File: config.mk
export PLATFORM = sky130hd
export DESIGN_NAME = cache_host_if
export DESIGN_NICKNAME = d
export VERILOG_FILES = /design/src/rtl/cache_host_if.sv
export SDC_FILE = /design/constraint.sdc
export NUM_CORES = 1
export LEC_CHECK = 0
export ABC_AREA = 1
export CORE_MARGIN = 2
export CORE_UTILIZATION = 45
export CTS_BUF_LIST = sky130_fd_sc_hd__clkbuf_8
export DETAILED_ROUTE_END_ITERATION = 10
export PLACE_DENSITY = 0.92
export SYNTH_ARGS = -nofsm -noshare
export SYNTH_HDL_FRONTEND = slang
export SYNTH_SLANG_ARGS = --single-unit
File: constraint.sdc
create_clock -name clk -period 1.7 [get_ports clk]
set_input_delay 0.34 -clock clk [delete_from_list [all_inputs] [get_ports clk]]
set_output_delay 0.34 -clock clk [all_outputs]
set_load 0.01 [all_outputs]
File: src/rtl/cache_host_if.sv
// Host-facing front end of the cache controller: accepts one request at a time,
// pulses the op to the controller, waits (bounded) for completion, and holds the response.
package ctrl_types_pkg;
  typedef enum logic [1:0] {
    NOOP   = 2'd0,
    READ   = 2'd1,
    UPSERT = 2'd2,
    DELETE = 2'd3
  } operation_e;
endpackage

module cache_host_if
  import ctrl_types_pkg::*;
#(
  parameter int KEY_WIDTH = 32,
  parameter int VAL_WIDTH = 64,
  parameter int TIMEOUT   = 255  // must be >= 1
) (
  input  logic                 clk,
  input  logic                 rst_n,
  input  logic                 req_valid,
  output logic                 req_ready,
  input  logic [1:0]           req_op,
  input  logic [KEY_WIDTH-1:0] req_key,
  input  logic [VAL_WIDTH-1:0] req_val,
  output logic [1:0]           op_out,
  output logic [KEY_WIDTH-1:0] key_out,
  output logic [VAL_WIDTH-1:0] val_out,
  input  logic                 ctrl_rdy,
  input  logic                 ctrl_succ,
  input  logic [VAL_WIDTH-1:0] rd_val,
  output logic                 rsp_valid,
  input  logic                 rsp_ready,
  output logic                 rsp_succ,
  output logic                 rsp_timeout,
  output logic [VAL_WIDTH-1:0] rsp_val,
  output logic                 busy
);

  localparam int CNT_W = $clog2(TIMEOUT + 1);
  localparam logic [CNT_W-1:0] CNT_LAST = CNT_W'(TIMEOUT - 1);
  localparam logic [CNT_W-1:0] CNT_MAX  = CNT_W'(TIMEOUT);

  typedef enum logic [1:0] {IDLE, ISSUE, WAIT, RESP} state_e;

  typedef struct packed {
    operation_e           op;
    logic [KEY_WIDTH-1:0] key;
    logic [VAL_WIDTH-1:0] val;
  } req_t;

  typedef struct packed {
    logic                 succ;
    logic                 timeout;
    logic [VAL_WIDTH-1:0] val;
  } rsp_t;

  state_e           state_q, state_d;
  req_t             req_q, req_d;
  rsp_t             rsp_q, rsp_d;
  logic [CNT_W-1:0] cnt_q, cnt_d;

  always_ff @(posedge clk or negedge rst_n) begin
    if (!rst_n) begin
      state_q <= IDLE;
      req_q   <= '0;
      rsp_q   <= '0;
      cnt_q   <= '0;
    end else begin
      state_q <= state_d;
      req_q   <= req_d;
      rsp_q   <= rsp_d;
      cnt_q   <= cnt_d;
    end
  end

  always_comb begin
    state_d = state_q;
    req_d   = req_q;
    rsp_d   = rsp_q;
    cnt_d   = cnt_q;
    case (state_q)
      IDLE: begin
        // A NOOP is consumed here without disturbing the latched request.
        if (req_valid && (operation_e'(req_op) != NOOP)) begin
          req_d.op  = operation_e'(req_op);
          req_d.key = req_key;
          req_d.val = req_val;
          state_d   = ISSUE;
        end
      end
      ISSUE: begin
        cnt_d   = '0;
        state_d = WAIT;
      end
      WAIT: begin
        // Completion takes priority over a coincident timeout.
        if (ctrl_rdy) begin
          rsp_d.succ    = ctrl_succ;
          rsp_d.timeout = 1'b0;
          rsp_d.val     = (req_q.op == READ) ? rd_val : '0;
          state_d       = RESP;
        end else if (cnt_q == CNT_LAST) begin
          rsp_d.succ    = 1'b0;
          rsp_d.timeout = 1'b1;
          rsp_d.val     = '0;
          state_d       = RESP;
        end else if (cnt_q != CNT_MAX) begin
          cnt_d = cnt_q + CNT_W'(1);
        end
      end
      RESP: begin
        if (rsp_ready) begin
          rsp_d   = '0;
          state_d = IDLE;
        end
      end
      default: state_d = IDLE;
    endcase
  end

  assign req_ready   = (state_q == IDLE);
  assign busy        = (state_q != IDLE);
  assign op_out      = (state_q == ISSUE) ? req_q.op : NOOP;
  assign key_out     = req_q.key;
  assign val_out     = req_q.val;
  assign rsp_valid   = (state_q == RESP);
  assign rsp_succ    = rsp_q.succ;
  assign rsp_timeout = rsp_q.timeout;
  assign rsp_val     = rsp_q.val;

endmodule

==> flow_summary_export.csv <==
group,metric,value,unit
global_route,track_usage,0.222,
detailed_routing,drt_first_pass_iters,5,
power,p_per_area,1630,nW/um^2
floorplanning,start_util,0.456,
placement,dp_slack,-152,ps
clocking,path_clk_slew,100,ps
detailed_routing,wl_per_cell,16.8,um
sta,maxSlewViolCount,0,
detailed_routing,wl_met3,1.31,mm
sta,period_share,1.00,
layout,fin_nets,1370,
synthesis,synth_seq_cells,174,
critical_path,crit_arrival,2060,ps
sta,worst_slew_pin_slew,421,ps
critical_path,cp.required,2060,ps
detailed_routing,detail-route-antenna-nets,0,
placement,placedCellCount,1373,
synthesis,synth_top_cells_by_area,"dfrtp_1 (51%), nand2_1 (9.8%), buf_4 (8.5%)",
critical_path,crit_type,"flop to flop",
synthesis,async_flop_share,1.00,
sta,postLayoutSetupSlackWorst,-0.215,ps
clocking,cts_tree,"yes",
synthesis,synth_edf_count,0,
power,vdd_ir_drop_max,1160,uV
synthesis,synth.distinct_cells,26,
floorplanning,io_pins,335,
clocking,clockBufferDepth,2,
layout,final_cells,1443,
synthesis,netlist_area,8510,um^2
sta,rsz0062_at_grt,"yes",
detailed_routing,vias,6991,
synthesis,synthCells,909,
layout,final_util,0.661,
placement,hpwlAfterDp,16.7,mm
critical_path,crit_fanout,16,
layout,drive_gt1_frac,0.201,
placement,port_buffers,334,
global_route,grt_pass1_vias,6961,
synthesis,yosysTopAreaCell,"dfrtp_1",
clocking,ctsHtreeMaxLevel,4,
status,violations,"setup timing",
synthesis,netlist_top_cells_count,"nand2_1 (221), dfrtp_1 (174), inv_1 (115)",
floorplanning,die_x,141,um
synthesis,synth.avg_cell_area,9.36,um^2
clocking,root_buffer,"clkbuf_8",
min_path,worst_hold_path_type,"input port to asynchronous set/reset pin",
layout,fill_cells,1410,
floorplanning,coreArea,18600,um^2
synthesis,yosysSeqAreaShare,0.512,
sta,fin_crit,1700,ps
layout,final_cell_area,12300,um^2
synthesis,yosysWarnings,0,
sta,fin_setup_tns,-0.215,ps
layout,num_antenna_cells,0,
run,maxCapViolations,0,
synthesis,synth_top_area_share,0.512,
synthesis,synth_nets,1083,
synthesis,yosys.cell_count.top_type,"nand2_1",
detailed_routing,routed.top_layer,"met4",
detailed_routing,wl_met2,12.4,mm
critical_path,r2r_cells,8,
clocking,clk_latency,450,ps
floorplanning,dieArea,20000,um^2
power,power.total,20.1,mW
placement,gp_congestion,0.821,
detailed_routing,m1WireLength,9.45,mm
clocking,cts_buffers,17,
status,status,"finished, violations left",
global_route,antenna_found_initial,0,
global_route,grt_pass1_wl,35.2,mm
critical_path,start_kind,"flop",
layout,area_growth,44.8,%
power,leakagePower,6.54,nW
sta,slew_headroom,0.719,
floorplanning,rows,50,
detailed_routing,drtIter0Drc,394,
detailed_routing,drc,0,
sta,fmax,588,MHz
synthesis,synthFlopType,"dfrtp_1",
detailed_routing,wirelength,24.3,mm
sta,finalSetupViolCount,1,
sta,hold_viol,0,
placement,dpl_cell_area,11500,um^2
floorplanning,die_y,141,um
global_route,grt_max_degree,68,
detailed_routing,via_per_inst,4.84,
critical_path,crit_path_end_kind,"flop",
sta,finalClockSkew,15.3,ps
clocking,clkSinkCount,174,
global_route,gr-total-overflow,0,
sta,whs,398,ps
path summary, 6_finish.rpt:
path                              from     endpoint  slack (ps)
setup / recovery            state_q[0]  rsp_val[51]        -0.2
hold / removal                   rst_n   state_q[1]         400
setup reg to reg            state_q[0]  rsp_val[51]        -0.2
hold reg to reg            val_out[33]  val_out[33]         490
max in group asynchronous        rst_n  rsp_val[52]         710
min in group clk           req_val[14]  val_out[14]         430
area by class of cell:
cell class / count / area [um^2] / area share
Clock buffer: 17 / 234 / 0.0190
Timing Repair Buffer: 405 / 4070 / 0.331
Clock inverter: 15 / 138 / 0.0112
Inverter: 117 / 439 / 0.0357
Tap cell: 234 / 293 / 0.0238
Multi-Input combinational cell: 481 / 2780 / 0.226
Sequential cell: 174 / 4360 / 0.354
critical path, cell delays in order, from the launching register on:
cell and delay [ps]:
dfrtp_2 450, buf_6 130, ha_4 170, buf_4 140, nor3_4 120, buf_4 180, buf_12 160, nand2_1 80
o21ai_1 170
report_power, final:
group          total (mW)  switching, mW  internal (mW)
clock                2.80           1.62           1.18
sequential           7.01           1.12           5.89
combinational        10.3           5.41           4.87
total                20.1           8.15           11.9
registers in the layout, summed over array words and instances (netlist names):
register     cells
state_q          2
val_out         64
rsp_timeout      1
rsp_succ         1
cnt_q            8
req_q            2
key_out         32
rsp_val         64
placed cells by master, fill, tap and decap left out, types with 2 or more instances in the layout:
| master | netlist | final |
|---|---|---|
| buf_12 | 4 | 10 |
| buf_16 | 0 | 4 |
| buf_4 | 96 | 42 |
| buf_6 | 4 | 12 |
| clkbuf_16 | 0 | 7 |
| clkbuf_8 | 0 | 17 |
| clkdlybuf4s50_1 | 0 | 166 |
| clkinv_4 | 0 | 2 |
| clkinvlp_4 | 0 | 3 |
| dfrtp_1 | 174 | 173 |
| dlygate4sd2_1 | 0 | 154 |
| dlymetal6s2s_1 | 0 | 8 |
| ha_1 | 6 | 3 |
| ha_4 | 0 | 3 |
| inv_1 | 115 | 112 |
| inv_2 | 2 | 7 |
| inv_6 | 0 | 5 |
| nand2_1 | 221 | 219 |
| nand2_2 | 16 | 18 |
| nand2_4 | 42 | 41 |
| nand3_1 | 11 | 10 |
| nand3b_1 | 3 | 3 |
| nand4_1 | 2 | 2 |
| nor2_1 | 6 | 5 |
| nor2_2 | 2 | 2 |
| o21ai_0 | 8 | 5 |
| o21ai_1 | 103 | 102 |
| o21ai_2 | 56 | 60 |
what timing repair did:
action                     4_1_cts  5_1_grt
buffers inserted                23        4
hold buffers                     1        0
pin swaps                        3        1
hold endpoints to repair        34        0
gates resized for setup        192       31
setup endpoints to repair      215      166
gates cloned                     1        9
layer usage:
layer  track usage  up-vias
met2         0.389      266
met1         0.259     3353
met3        0.0503       81
met5             0        -
li1              -     3291
met4         0.106        0
cells by family after synthesis:
logic type / synth area share
xor+xnor: 0.00103
compound gates: 0.124
buf+inv: 0.171
simple gates: 0.183
flops: 0.512
fa+ha+maj: 0.00883
No activity file was read; power rests on OpenSTA's default activity.
